[src/rtl/sync_regfile.sv]
`default_nettype none
// ============================================================================
// sync_regfile : clocked register file, 2 read / 1 write, busy scoreboard
// Revision     : 1.0
// ============================================================================
module sync_regfile #(
  parameter int WORD_WIDTH    = 32,
  parameter int REG_SIZE      = 32,
  parameter int REGADDR_WIDTH = 5,
  parameter int ZERO_REG      = 1,
  parameter int BYPASS        = 1
) (
  input  logic                     clk,
  input  logic                     rst_n,
  input  logic                     reg_write,
  input  logic [REGADDR_WIDTH-1:0] reg_waddr,
  input  logic [WORD_WIDTH-1:0]    reg_wdata,
  input  logic [REGADDR_WIDTH-1:0] reg_raddr1,
  input  logic [REGADDR_WIDTH-1:0] reg_raddr2,
  output logic [WORD_WIDTH-1:0]    reg_data1,
  output logic [WORD_WIDTH-1:0]    reg_data2,
  input  logic                     set_busy,
  input  logic [REGADDR_WIDTH-1:0] busy_addr,
  output logic                     busy1,
  output logic                     busy2,
  output logic [REGADDR_WIDTH:0]   busy_cnt
);

  localparam logic [REGADDR_WIDTH:0] c_reg_size = (REGADDR_WIDTH+1)'(REG_SIZE);

  logic [WORD_WIDTH-1:0]    r_regs [REG_SIZE];
  logic [REG_SIZE-1:0]      r_busy;
  logic [REGADDR_WIDTH:0]   r_busy_cnt;

  logic                     w_wr_ok;
  logic                     w_set_ok;
  logic                     w_set_new;
  logic                     w_clr;
  logic [REGADDR_WIDTH-1:0] w_raddr [2];
  logic [WORD_WIDTH-1:0]    w_rdata [2];
  logic [1:0]               w_rbusy;

  // In range and not the hardwired zero register
  function automatic logic addr_ok(input logic [REGADDR_WIDTH-1:0] a);
    return ({1'b0, a} < c_reg_size) && !((ZERO_REG != 0) && (a == '0));
  endfunction

  assign w_wr_ok   = reg_write && addr_ok(reg_waddr);
  assign w_set_ok  = set_busy && addr_ok(busy_addr);
  assign w_set_new = w_set_ok && !r_busy[busy_addr];
  // A write to the address being set leaves the flag busy, so no decrement
  assign w_clr     = w_wr_ok && r_busy[reg_waddr] &&
                     !(w_set_ok && (busy_addr == reg_waddr));

  always_ff @(posedge clk) begin
    if (!rst_n) begin
      for (int i = 0; i < REG_SIZE; i++) begin
        r_regs[i] <= '0;
      end
      r_busy     <= '0;
      r_busy_cnt <= '0;
    end else begin
      if (w_wr_ok) begin
        r_regs[reg_waddr] <= reg_wdata;
        r_busy[reg_waddr] <= 1'b0;
      end
      if (w_set_ok) begin
        r_busy[busy_addr] <= 1'b1;
      end
      case ({w_set_new, w_clr})
        2'b10:   r_busy_cnt <= r_busy_cnt + 1'b1;
        2'b01:   r_busy_cnt <= r_busy_cnt - 1'b1;
        default: r_busy_cnt <= r_busy_cnt;
      endcase
    end
  end

  assign w_raddr[0] = reg_raddr1;
  assign w_raddr[1] = reg_raddr2;

  for (genvar p = 0; p < 2; p++) begin : g_rd_port
    logic w_ok;
    logic w_fwd;
    assign w_ok       = addr_ok(w_raddr[p]);
    assign w_fwd      = (BYPASS != 0) && w_wr_ok && (reg_waddr == w_raddr[p]);
    assign w_rdata[p] = w_fwd ? reg_wdata : (w_ok ? r_regs[w_raddr[p]] : '0);
    assign w_rbusy[p] = w_ok && !w_fwd && r_busy[w_raddr[p]];
  end

  assign reg_data1 = w_rdata[0];
  assign reg_data2 = w_rdata[1];
  assign busy1     = w_rbusy[0];
  assign busy2     = w_rbusy[1];
  assign busy_cnt  = r_busy_cnt;

endmodule
`default_nettype wire

[config.mk]
export PLATFORM = sky130hd
export DESIGN_NAME = sync_regfile
export DESIGN_NICKNAME = d
export VERILOG_FILES = /design/src/rtl/sync_regfile.sv
export SDC_FILE = /design/constraint.sdc
export NUM_CORES = 2
export LEC_CHECK = 0
export CELL_PAD_IN_SITES_DETAIL_PLACEMENT = 1
export CELL_PAD_IN_SITES_GLOBAL_PLACEMENT = 2
export CORE_ASPECT_RATIO = 0.8
export CORE_MARGIN = 2
export CORE_UTILIZATION = 45
export DETAILED_ROUTE_END_ITERATION = 12
export PLACE_DENSITY = 0.87
export SLEW_MARGIN = 5
export SYNTH_ARGS = -nofsm -noshare
export SYNTH_HDL_FRONTEND = slang
export SYNTH_SLANG_ARGS = --single-unit
[constraint.sdc]
create_clock -name clk -period 9.1 [get_ports clk]
set_clock_uncertainty 0.2 [all_clocks]
set_input_delay 2.275 -clock clk [delete_from_list [all_inputs] [get_ports clk]]
set_output_delay 2.275 -clock clk [all_outputs]
set_load 0.05 [all_outputs]
==> impl_metrics.py <==
metrics = {
    "grt": {
        "grt_pass1_wl_um": 308000,
        "grt_pass1_vias": 42100,
        "grt_max_degree": 79,
        "grt_remaining_overflow": 0,
        "antenna_found_initial": 15,
        "grt.total_usage": 0.329,
    },
    "cts": {
        "numCtsBuffers": 106,
        "cts_root_buffer": "clkbuf_16",
        "cts_resized": 0,
        "cts_setup_buffers": 0,
        "cts_tree": "done",
        "cts_hold_buf": 0,
        "cts_sinks": 1062,
        "clk_latency_ns": 0.73,
        "ctsHtreeMaxLevel": 3,
        "cts_buffer_depth": 3,
        "clk_pin_slew_worst_paths_ns": 0.06,
    },
    "power_and_ir_drop": {
        "p_seq_frac": 0.483,
        "power_density_nw_per_um2": 185,
        "pwr-share-comb": 0.149,
        "p_int_mw": 8.68,
        "power_mw": 12.0,
        "p_switching_mw": 3.31,
        "sw_frac_of_total": 0.276,
        "power_leakage_nw": 22.7,
        "clock_power_share": 0.368,
        "irDropWorstVdd_v": 0.000148,
    },
    "timing": {
        "worst_slew_pin_slew_ns": 1.36,
        "period_needed_ns": 8.36,
        "setup_ws_ns": 0.743,
        "rsz0062_at_grt": "no",
        "maxSlewHeadroom": 0.0941,
        "fin_crit_sh": 0.918,
        "max_freq_ghz": 0.120,
        "fin_tns_setup_ns": 0,
        "slew_violations": 0,
        "final-hold-violation-count": 0,
        "setup_violations": 0,
    },
    "hold_path": {
        "hold_class": "reg2reg",
    },
    "synth": {
        "syn_inst": 4131,
        "synth_top_cell_by_area": "edfxtp_1",
        "synthFlopType": "edfxtp_1",
        "synth_edf_count": 1024,
        "ys_seq_area_frac": 0.545,
        "syn_area_um2": 57800,
        "ys_async_sr_fraction": 0,
        "synth_cell_types": 60,
        "synth_area_leaders": "edfxtp_1 53%, mux4_2 15%, and2_1 11%",
        "syn_avg_cell_area_um2": 14.0,
        "synth_top_area_frac": 0.532,
        "synth-seq-cells": 1062,
        "ys_warn_count": 0,
    },
    "die": {
        "core_region_area_um2": 127000,
        "die_w_um": 405,
        "num_rows": 117,
        "ioPinCount": 128,
        "dieHeight_um": 325,
        "initial_core_util": 0.454,
        "dieArea_um2": 131000,
    },
    "worst_setup_path": {
        "cp.required_ns": 6.63,
        "cp.arrival_ns": 5.88,
        "cp-start-kind": "input port",
        "crit_type": "in2out",
        "reg2reg_slack_ns": 5.37,
        "critPathMaxFanout": 13,
        "endpoint_kind": "output pin",
    },
    "final_layout": {
        "instances_no_fill": 5914,
        "final.fill_count": 12400,
        "syn_to_final_growth_pct": 12.3,
        "drive_gt1_frac": 0.214,
        "fin_nets": 4212,
    },
    "place": {
        "post-place-cells": 5708,
        "port_buffers": 127,
        "gp_congestion": 0.872,
        "dp_slack_ns": 0.837,
        "place_hpwl_um": 132000,
    },
    "routing": {
        "drtAntennaViolNets": 0,
        "viasPerCell": 6.94,
        "drt_pass1_iterations": 5,
        "vias": 41000,
        "drcViolationCount": 0,
        "drtIter0Drc": 6556,
        "wl_per_cell_um": 37.0,
        "drt-total-wl_um": 219000,
    },
    "flow_run": {
        "cap_violations": 0,
    },
    "run_status": {
        "status": "completed",
    },
}
-- placed cells by master, fill, tap and decap left out, drive strengths merged, types with 33 or more instances in the layout --
| cell | n |
|---|---|
| a22o | 63 |
| a22oi | 85 |
| clkbuf | 138 |
| o21ai | 41 |
| nand2 | 115 |
| mux4 | 383 |
| clkdlybuf4s50 | 68 |
| clkinv | 51 |
| and2 | 998 |
| o221ai | 63 |
| nor2 | 50 |
| dfxtp | 38 |
| mux2i | 360 |
| a31oi | 33 |
| o22ai | 57 |
| inv | 38 |
| a21oi | 75 |
| edfxtp | 1024 |
| buf | 253 |
-- per-layer routing --
metal | GRT usage | vias up | routed length [um] | part of all wire
met5 | 0 | - | 0 | 0
li1 | - | 15900 | - | -
met3 | 0.0754 | 584 | 28100 | 0.13
met1 | 0.460 | 21300 | 82700 | 0.38
met4 | 0.155 | 0 | 11400 | 0.052
met2 | 0.486 | 3244 | 96600 | 0.44
-- area by class of cell --
class,instances,area [um^2],share of cell area
sequential,1062,31500,0.485
multi-input combinational,2623,25000,0.386
clock buffer,138,2930,0.0451
timing repair buffer,321,2750,0.0424
tap,1666,2080,0.0321
clock inverter,61,453,0.00698
inverter,36,135,0.00208
antenna,7,17.5,0.000270
-- registers in the layout, indices dropped and copies added (netlist names) --
signal,flops
busy_cnt,6
r_regs,1024
r_busy,32
-- synth_stat cells (all sizes together) (7+ instances only) --
cell / number
dfxtp: 38
mux2i: 360
a22oi: 85
nor2: 50
a2111oi: 19
a31oi: 33
o21a: 32
mux2: 22
a32o: 10
xor2: 7
a21oi: 75
o31ai: 14
a221oi: 13
edfxtp: 1024
o21ai: 41
mux4: 383
inv: 36
o22ai: 57
nand2: 115
o221ai: 63
clkbuf: 318
buf: 123
xnor2: 11
a211oi: 17
nand3b: 11
nand3: 12
nor2b: 7
a22o: 63
a32oi: 32
and2: 998
-- path summary, 6_finish.rpt --
check                    start            end  cells past startpoint
setup / recovery  reg_waddr[4]  reg_data2[31]                      7
hold / removal       r_busy[7]      r_busy[7]                      2
setup reg to reg    r_busy[23]    busy_cnt[5]                     12
hold reg to reg      r_busy[7]      r_busy[7]                      2
-- cell families (layout without fill, tap and decap cells) --
logic type | after synthesis | in the layout | synth area share
AND/OR/NAND/NOR | 1233 | 1233 | 0.127
flip-flops | 1062 | 1062 | 0.545
multiplexers | 765 | 765 | 0.216
AO/OA/AOI/OAI | 569 | 569 | 0.0721
buffers and inverters | 477 | 556 | 0.0362
XOR/XNOR | 18 | 18 | 0.00273
adder cells (fa/ha/maj) | 6 | 6 | 0.00143
other | 1 | 39 | 0.0000649
-- stage by stage --
stage,hold WS (ns),cell area [um^2],util
after floorplan,0.262,57900,-
after global placement,0.303,61500,0.483
after detailed placement,0.310,61500,0.483
after CTS,0.320,64900,0.510
after global routing,0.338,64900,0.510
final,0.322,64900,0.510
-- critical path, stage by stage --
cell             delay, ns
clkdlybuf4s50_1       0.68
or3_1                 0.49
o31ai_4               0.43
nor4_4                0.12
or2_4                 0.45
o31ai_1               1.06
buf_4                 0.36
-- power groups by stage --
stage	Sequential [mW]	Clock [mW]	Combinational, mW
detailed placement	5.88	0	1.74
finish	5.79	4.41	1.79
global placement	5.85	0	1.72
floorplan	5.83	0	1.07
global route	5.81	4.59	1.83
CTS	5.78	4.42	1.75
(Power assumes the default switching activity.)
